### src/rtl/saw_envelope.sv
// saw_envelope: ADSR envelope / VCA stage for the sawtooth oscillator.
// Gate edges move the ADSR state machine. The envelope accumulator steps on
// enable ticks. The oscillator sample is scaled by the integer part of the
// envelope level.
module saw_envelope #(
  parameter int unsigned WAVE_BITS = 8,
  parameter int unsigned ENV_BITS  = 8,
  parameter int unsigned FRAC_BITS = 8,
  parameter int unsigned RATE_BITS = 4
) (
  input  logic                 clk,
  input  logic                 reset,
  input  logic                 enable,
  input  logic                 gate,
  input  logic [WAVE_BITS-1:0] wave_in,
  input  logic [RATE_BITS-1:0] attack_rate,
  input  logic [RATE_BITS-1:0] decay_rate,
  input  logic [ENV_BITS-1:0]  sustain_level,
  input  logic [RATE_BITS-1:0] release_rate,
  output logic [WAVE_BITS-1:0] wave_out,
  output logic [ENV_BITS-1:0]  env,
  output logic [2:0]           state
);

  localparam int unsigned ACC_BITS  = ENV_BITS + FRAC_BITS;
  localparam int unsigned PROD_BITS = WAVE_BITS + ENV_BITS;

  typedef enum logic [2:0] {
    S_IDLE    = 3'd0,
    S_ATTACK  = 3'd1,
    S_DECAY   = 3'd2,
    S_SUSTAIN = 3'd3,
    S_RELEASE = 3'd4
  } state_t;

  state_t               state_q, state_d;
  logic [ACC_BITS-1:0]  acc_q, acc_d;
  logic                 gate_d;
  logic                 rise, fall, legal;
  logic [RATE_BITS-1:0] rate_sel;
  logic [ACC_BITS-1:0]  step, target;
  logic [ACC_BITS:0]    sum, limit;
  logic [PROD_BITS-1:0] prod;

  assign rise   = gate & ~gate_d;
  assign fall   = ~gate & gate_d;
  assign legal  = (state_q <= S_RELEASE);
  assign target = {sustain_level, {FRAC_BITS{1'b0}}};
  assign env    = acc_q[ACC_BITS-1 -: ENV_BITS];
  assign state  = state_q;
  assign prod   = PROD_BITS'(wave_in) * PROD_BITS'(env);

  // Register the state, the accumulator, the delayed gate and the scaled sample.
  always_ff @(posedge clk) begin
    if (reset) begin
      state_q  <= S_IDLE;
      acc_q    <= '0;
      gate_d   <= 1'b0;
      wave_out <= '0;
    end else begin
      state_q  <= state_d;
      acc_q    <= acc_d;
      gate_d   <= gate;
      wave_out <= prod[PROD_BITS-1 -: WAVE_BITS];
    end
  end

  // Select the step size for the current phase. The step is 1 << rate.
  always_comb begin
    rate_sel = '0;
    case (state_q)
      S_ATTACK:  rate_sel = attack_rate;
      S_DECAY:   rate_sel = decay_rate;
      S_RELEASE: rate_sel = release_rate;
      default:   rate_sel = '0;
    endcase
    step  = ACC_BITS'(1) << rate_sel;
    sum   = {1'b0, acc_q} + {1'b0, step};
    limit = {1'b0, target} + {1'b0, step};
  end

  // Compute the next state and level. Gate edges take priority over stepping,
  // so a retrigger or a note-off keeps the current level for that cycle.
  always_comb begin
    state_d = state_q;
    acc_d   = acc_q;
    if (!legal) begin
      state_d = S_IDLE;
      acc_d   = '0;
    end else if (rise) begin
      state_d = S_ATTACK;
    end else if (fall) begin
      if (state_q == S_ATTACK || state_q == S_DECAY || state_q == S_SUSTAIN)
        state_d = S_RELEASE;
    end else if (enable) begin
      case (state_q)
        S_IDLE: acc_d = '0;
        S_ATTACK: begin
          if (sum[ACC_BITS]) begin
            acc_d   = '1;
            state_d = S_DECAY;
          end else begin
            acc_d = sum[ACC_BITS-1:0];
          end
        end
        S_DECAY: begin
          if ({1'b0, acc_q} <= limit) begin
            acc_d   = target;
            state_d = S_SUSTAIN;
          end else begin
            acc_d = acc_q - step;
          end
        end
        S_SUSTAIN: acc_d = target;
        S_RELEASE: begin
          if (acc_q <= step) begin
            acc_d   = '0;
            state_d = S_IDLE;
          end else begin
            acc_d = acc_q - step;
          end
        end
        default: begin
          state_d = S_IDLE;
          acc_d   = '0;
        end
      endcase
    end
  end

endmodule

### config.mk
export PLATFORM = sky130hd
export DESIGN_NAME = saw_envelope
export DESIGN_NICKNAME = d
export VERILOG_FILES = /design/src/rtl/saw_envelope.sv
export SDC_FILE = /design/constraint.sdc
export NUM_CORES = 1
export LEC_CHECK = 0
export CAP_MARGIN = 20
export CORE_AREA = 10 10 130 132
export CTS_CLUSTER_SIZE = 20
export DETAILED_ROUTE_END_ITERATION = 7
export DIE_AREA = 0 0 140 142
export PLACE_DENSITY_LB_ADDON = 0.1
export SYNTH_ARGS = -nofsm -noshare
export SYNTH_HDL_FRONTEND = slang
export SYNTH_SLANG_ARGS = --single-unit
### constraint.sdc
create_clock -name clk -period 8.9 [get_ports clk]
set_clock_uncertainty 0.15 [all_clocks]
set_input_delay 0.89 -clock clk [delete_from_list [all_inputs] [get_ports clk]]
set_output_delay 0.89 -clock clk [all_outputs]
set_load 0.03 [all_outputs]
==> results of run 1 <==
==> logic make-up (layout without fill, tap and decap cells) <==
logic type,count (synthesis),after routing,share of synthesized area [%]
AND/OR/NAND/NOR,249,249,22.1
AO/OA/AOI/OAI,184,184,22.9
buffers and inverters,125,145,9.48
adder cells (fa/ha/maj),122,122,32.2
flip-flops,28,28,9.95
XOR/XNOR,22,22,3.42
==> synthesized netlist by cell type (4+ instances only) <==
library cell   n  area share [%]
inv_1         88             5.9
ha_1          84              19
nand2_1       80             5.3
a21oi_1       60             5.3
nor2_1        44             2.9
fa_1          38              14
and2_1        36             4.0
o21ai_0       30             2.7
dfxtp_1       28              10
nor3_1        20             1.8
clkbuf_1      16             1.1
nor2b_1       14             1.6
xnor2_1       14             2.2
nand2b_1      12             1.3
nand3_1       12             1.1
buf_4         11             1.5
a21o_1         9             1.2
a22oi_1        9             1.2
o211ai_1       9             1.2
xor2_1         8             1.2
o21bai_1       7            0.93
buf_2          6            0.53
o221ai_1       6            0.93
o21ai_1        5            0.44
or2_2          5            0.56
and3_1         4            0.44
or3_1          4            0.44
==> placed cells by master, fill, tap and decap left out, drive strengths merged, types with 13 or more instances in the layout <==
cell and instances:
nor3 21, inv 89, nand3 13, xnor2 14, nor2b 14, fa 38
nor2 44, a21oi 61, dfxtp 28, o21ai 36, nand2 80, and2 37
ha 84, clkdlybuf4s50 50
==> flip-flops by register name, summed over array words and instances (netlist names) <==
| signal | cells |
|---|---|
| wave_out | 8 |
| state | 3 |
| gate_d | 1 |
| acc_q | 16 |
==> routing by layer <==
metal  wire (um)  global-route usage, %  up-vias
met2        8500                   29.9       86
met5           0                      0        -
met4         282                   3.75        0
li1            -                      -     2535
met3         542                   2.10       15
met1        7210                   19.9     2479
==> power by group through the flow <==
stage	clock network, mW	logic, mW	registers, mW
after CTS	0.156	0.112	0.128
final	0.155	0.111	0.128
after global routing	0.161	0.123	0.128
after detailed placement	0	0.111	0.131
after global placement	0	0.110	0.130
after floorplan	0	0.0680	0.131
==> worst max-delay path by stage <==
stage / end / cells past startpoint / slack, ns
after floorplan: acc_q[9] / 25 / 3.91
final: state[1] / 23 / 2.81
after global routing: state[1] / 23 / 2.21
after detailed placement: state[1] / 23 / 2.48
after global placement: state[0] / 24 / 2.74
after CTS: state[1] / 23 / 2.74
==> metrics by stage <==
| stage | area, um2 | power [mW] | hold WS (ns) |
|---|---|---|---|
| final | 6280 | 0.393 | 0.328 |
| after global routing | 6280 | 0.412 | 0.359 |
| after CTS | 6280 | 0.395 | 0.330 |
| after detailed placement | 6180 | 0.242 | 0.317 |
| after global placement | 6180 | 0.241 | 0.313 |
| after floorplan | 5630 | 0.199 | 0.299 |
==> tightest hold or removal path: stages (launching register included) <==
cell and delay, ns:
dfxtp_1 0.34, nand2_1 0.05, o21ai_1 0.05
==> area by class of cell <==
cell class	count	area, um2
clock buffers	3	75.1
clock inverters	1	30.0
fillers	1482	8030
inverters	89	334
multi-input cells	577	4540
flip-flops and latches	28	561
well taps	184	230
repair buffers	52	515
==> key figures, run 1 <==
Final layout
  – Layout overhead on the synthesized area: 11.6%
  – ANT cells: 0
  – Non-Filler Instances: 934
  – # nets final: a little over 900
  – Fin util: a little over two fifths
  – Layout cells sized above 1: 4.00%

Logic synthesis
  – Mean Syn Cell Area: ~7.7 um2
  – Syn_nets: 884
  – Async SR Flop Fraction: 0%
  – Ys flop type: dfxtp_1
  – Seq/Total Area, Yosys: 9.95%
  – Yosys cell types: between 70 and 80
  – Flops & latches, synth: 28
  – Number of flops mapped to enable cells by yosys: 0
  – Yosys warns: 0
  – Gate count after technology mapping: 730
  – Mapped cell area: 5630 um2

Global route
  – Pin count of the biggest net entering global routing: 25
  – GRT overflow: 0
  – GRT Overall Usage: ~16%
  – Number of global-route vias before repair: ~5,100
  – Initial antenna violation count: 0
  – First-pass GRT wire length: 26,900 um

Critical path
  – Crit. Startpoint: decay_rate[2]
  – WP data arrival: slightly above 6 ns
  – Top cell by count, worst path: a21oi_1
  – Endpoint class of the critical path: register
  – Critical path class: input pin to register
  – Startpoint Class: input pin
  – WP data required: 8.95 ns
  – CP Buf/Inv Count: 2
  – Cell Chain, Critical Path: clkdlybuf4s50_1 -> a22oi_1 -> nor2_1 -> a21oi_1 -> nor2b_1 -> nand2_1 -> inv_1 -> ha_1 -> a21o_1 -> a21oi_1 -> o21bai_1 -> a21oi_1 -> o21bai_1 -> a21oi_1 -> xor2_1 -> ha_1 -> nor2b_1 -> nor4_1 -> o211ai_1 -> a22oi_4 -> and3b_1 -> nand3b_1 -> a311oi_1
  – Worst R2R Setup Slack: ~3.1 ns
  – R2R depth: 23
  – Worst Path Max Fanout: 24
  – RR Endpoint: state[1]
  – Delay-heaviest family, CP: compound AO/OA/AOI/OAI gates
  – CP max stage delay: 0.59 ns
  – Reg-to-reg startpoint: state[0]
  – CP max-delay cell: a22oi_4

Timing
  – Post-route minimum period: 6.09 ns
  – # setup viols final: 0
  – RSZ-0062 raised after global routing: false
  – TNS Setup: 0 ns
  – Period utilisation layout: 68.5%
  – Max_slew headroom: 47.2%
  – Fin. max-slew vios: 0
  – Worst-margin pin slew: 0.789 ns
  – Max Fclk: 164 MHz
  – Setup slack after layout: ~2.8 ns
  – Final Hold Fails: 0

Clocking
  – H-tree depth: 1
  – Worst-Skew Late Latency: about 0.3 ns
  – Clock Sinks: 28
  – Num CTS Buffers: 3
  – Clock Pin Slew Worst Setup and Hold Paths: 0.10 ns
  – Post-CTS setup buffers: 0
  – Post-cts resize count: 0
  – # hold bufs at CTS: 0
  – Clock Tree Root: clkbuf_16
  – CTS tree: done
  – CTS max path bufs: 2

Routing
  – Routed wire length: 16,500 um
  – Via density: 5.48
  – Vias: 5,115
  – Drt wl/cell: roughly 18 um
  – First drt pass iteration count: 5
  – Starting DRT DRC Count: 196
  – Antenna viol nets, final: 0
  – Remaining DRCs: 0

Power
  – Power density cells: 62.6 nW/um2
  – P_sw: 0.129 mW
  – Clk pwr share: between 30 and 40%
  – VDD IR max: just over 0.07 mV
  – P_leak: around 3.1 nW
  – Int Pwr: around 0.26 mW
  – Switching part of the total: 32.9%
  – Part of the power in registers: 32.4%
  – Comb power frac: 28.2%

Placement
  – Post-Place Cells: 930
  – Port-buffer cells: 50
  – Dpl hpwl: about 13,000 um
  – RD Place Congestion: about 0.9
  – Dpl ws: between 2 and 2.5 ns

Floorplanning
  – Num rows: between 40 and 50
  – Starting Density: 39.4%
  – Ports: 51
  – Height of the die: 142 um
  – Die width: 140 um
  – Die area: just under 20,000 um2
  – Core area: 14,300 um2

Min path
  – Worst Min Path Start: acc_q[5]
  – Hold Crit Class: register to register
  – Hold path cells: 2
  – Min-Delay Endpoint: acc_q[5]

Run
  – Max-Cap Viols: 0

Outcome
  – Outcome: finished, final reports clean
Note: power is estimated with default switching activity, not from simulation.
==> inputs of run 2 (changes only) <==
==> constraint.sdc (replaced) <==
create_clock -name clk -period 6 [get_ports clk]
set_clock_uncertainty 0.15 [all_clocks]
set_input_delay 0.6 -clock clk [delete_from_list [all_inputs] [get_ports clk]]
set_output_delay 0.6 -clock clk [all_outputs]
set_load 0.03 [all_outputs]
==> key figures, run 2 (same netlist as run 1, synthesis figures left out) <==
Clocking
  – Post-cts resize count: 0 (unchanged)
  – Clock Sinks: 28 (unchanged)
  – Clock Pin Slew Worst Setup and Hold Paths: 0.09 ns (about the same)
  – CTS max path bufs: 2 (unchanged)
  – Clock Tree Root: clkbuf_16
  – Worst-Skew Late Latency: 0.28 ns (-0.02 ns)
  – Num CTS Buffers: 3 (unchanged)
  – CTS tree: done
  – H-tree depth: 1 (unchanged)

Global route
  – Number of global-route vias before repair: 5,373 (+6.0%)
  – GRT overflow: 0 (unchanged)
  – Initial antenna violation count: 0 (unchanged)
  – First-pass GRT wire length: 27,700 um (+3.2%)
  – Pin count of the biggest net entering global routing: 20 (-20%)
  – GRT Overall Usage: 16.8% (+0.47 points)

Floorplanning
  – Die width: 140 um (unchanged)
  – Num rows: 44 (unchanged)
  – Starting Density: 39.4% (unchanged)
  – Ports: 51 (unchanged)
  – Core area: 14,300 um2 (unchanged)
  – Die area: 19,900 um2 (unchanged)
  – Height of the die: 142 um (unchanged)

Timing
  – Max_slew headroom: 45.6% (-1.7 points)
  – Max Fclk: 186 MHz
  – Final Hold Fails: 0 (unchanged)
  – WHS: 0.330 ns (+0.00210 ns)
  – # setup viols final: 0 (unchanged)
  – Post-route minimum period: 5.38 ns
  – Worst-margin pin slew: 0.814 ns (+0.0249 ns)
  – RSZ-0062 raised after global routing: false
  – Period utilisation layout: 89.7%
  – Fin. max-slew vios: 0 (unchanged)
  – TNS Setup: 0 ns (unchanged)
  – Setup slack after layout: 0.621 ns (-2.19 ns)

Power
  – Comb power frac: 29.5% (+1.3 points)
  – Int Pwr: 0.394 mW (+49%)
  – Power density cells: 90.2 nW/um2 (+44%)
  – Part of the power in registers: 32.9% (+0.5 points)
  – VDD IR max: 0.128 mV (+78%)
  – P_leak: 3.20 nW (+1.9%)
  – P_sw: 0.181 mW (+40%)
  – Switching part of the total: 31.5% (-1.4 points)
  – Clk pwr share: 37.6% (-1.7 points)

Final layout
  – Biggest register: acc_q
  – Filler cells: 1,462 (-1.3%)
  – Layout cells sized above 1: 5.39% (+1.4 points)
  – # nets final: 916 (+1.2%)
  – Layout overhead on the synthesized area: 13.3%
  – ANT cells: 0 (unchanged)
  – Max FFs per register: 16 (unchanged)
  – Non-Filler Instances: 945 (+1.2%)
  – Commonest cells after routing, fill and taps aside: 88 x inv_1, 84 x ha_1, 80 x nand2_1, 60 x a21oi_1, 50 x clkdlybuf4s50_1
  – Most common cell after layout, fill and taps aside: inv_1
  – Fin util: 44.6% (+0.69 points)

Routing
  – Vias: 5,203 (+1.7%)
  – Starting DRT DRC Count: 246 (+26%)
  – First drt pass iteration count: 4 (-1)
  – Remaining DRCs: 0 (unchanged)
  – Routed wire length: 16,700 um (+1.2%)
  – Via density: 5.51 (+0.54%)
  – Drt wl/cell: 17.7 um (about the same)
  – Antenna viol nets, final: 0 (unchanged)

Critical path
  – WP data required: 6.01 ns (-2.94 ns)
  – Crit. Startpoint: state[1]
  – CP Buf/Inv Count: 4 (+2)
  – Worst Path Max Fanout: 12 (-50%)
  – Critical path class: register to register
  – Top cell by count, worst path: a21oi_1
  – Reg-to-reg startpoint: state[1]
  – Endpoint class of the critical path: register
  – Startpoint Class: register
  – CP max stage delay: 0.46 ns (-0.13 ns)
  – CP max-delay cell: dfxtp_1
  – WP data arrival: 5.39 ns (-0.75 ns)
  – Delay-heaviest family, CP: compound AO/OA/AOI/OAI gates

Placement
  – RD Place Congestion: 0.941 (+1.7%)
  – Dpl ws: 0.287 ns (-2.19 ns)
  – Port-buffer cells: 50 (unchanged)
  – Dpl hpwl: 13,700 um (+3.3%)
  – Post-Place Cells: 939 (+0.97%)

Min path
  – Worst Min Path Start: acc_q[3]
  – Hold Crit Class: register to register

Outcome
  – Outcome: finished, final reports clean

Run
  – Max-Cap Viols: 0 (unchanged)
==> run 2: cell type report <==
type	count	area, um2	share of cell area, %
sequential	28	561	8.78
tap	184	230	3.61
timing repair buffer	63	614	9.63
inverter	89	334	5.23
clock inverter	1	30.0	0.470
multi-input combinational	577	4540	71.1
clock buffer	3	75.1	1.18
==> run 2: path summary, 6_finish.rpt <==
| path | to | slack [ns] | cells after the start |
|---|---|---|---|
| setup / recovery | acc_q[2] | 0.62 | 26 |
| hold / removal | acc_q[3] | 0.33 | 2 |
| setup reg to reg | acc_q[2] | 0.62 | 26 |
| hold reg to reg | acc_q[3] | 0.33 | 2 |
==> run 2: power by group through the flow <==
stage | Clock, mW | Sequential, mW | Combinational (mW)
after floorplan | 0 | 0.194 | 0.101
after global placement | 0 | 0.194 | 0.168
after detailed placement | 0 | 0.194 | 0.169
after CTS | 0.228 | 0.189 | 0.170
after global routing | 0.230 | 0.190 | 0.187
final | 0.217 | 0.189 | 0.170
==> run 2: worst register-to-register path: stages, from the launching register on <==
cell and delay (ns):
dfxtp_1 0.46, nor2b_1 0.37, a22oi_1 0.15, nor2_1 0.10
a21oi_1 0.05, buf_4 0.15, nor2b_1 0.22, nand2_1 0.21
inv_1 0.13, ha_1 0.24, a21o_1 0.19, a21oi_1 0.22
o21bai_1 0.09, a21oi_1 0.22, o21bai_1 0.09, a21oi_1 0.17
xor2_1 0.17, ha_1 0.28, nor2b_1 0.14, nor4_1 0.23
o211ai_1 0.24, a22oi_4 0.28, buf_12 0.15, buf_4 0.18
o221ai_1 0.13, a21oi_1 0.15, o21ai_0 0.09
==> run 2: per-stage QoR <==
| step | cell area (um2) | total power, mW |
|---|---|---|
| floorplan | 5630 | 0.295 |
| global placement | 6240 | 0.361 |
| detailed placement | 6250 | 0.363 |
| CTS | 6350 | 0.587 |
| global route | 6380 | 0.607 |
| finish | 6380 | 0.576 |
==> run 2: metal layers <==
layer  GRT usage, %  vias to the layer above  routed length [um]
li1               -                     2553                   -
met2           31.4                       88                8650
met5              0                        -                   0
met3           2.20                       22                 548
met1           19.7                     2540                7120
met4           4.57                        0                 416
==> run 2: timing repair <==
item / 4_1_cts / 5_1_grt
buffers inserted: 0 / 2
endpoints found under the setup margin: 0 / 1
hold buffers: 0 / 0
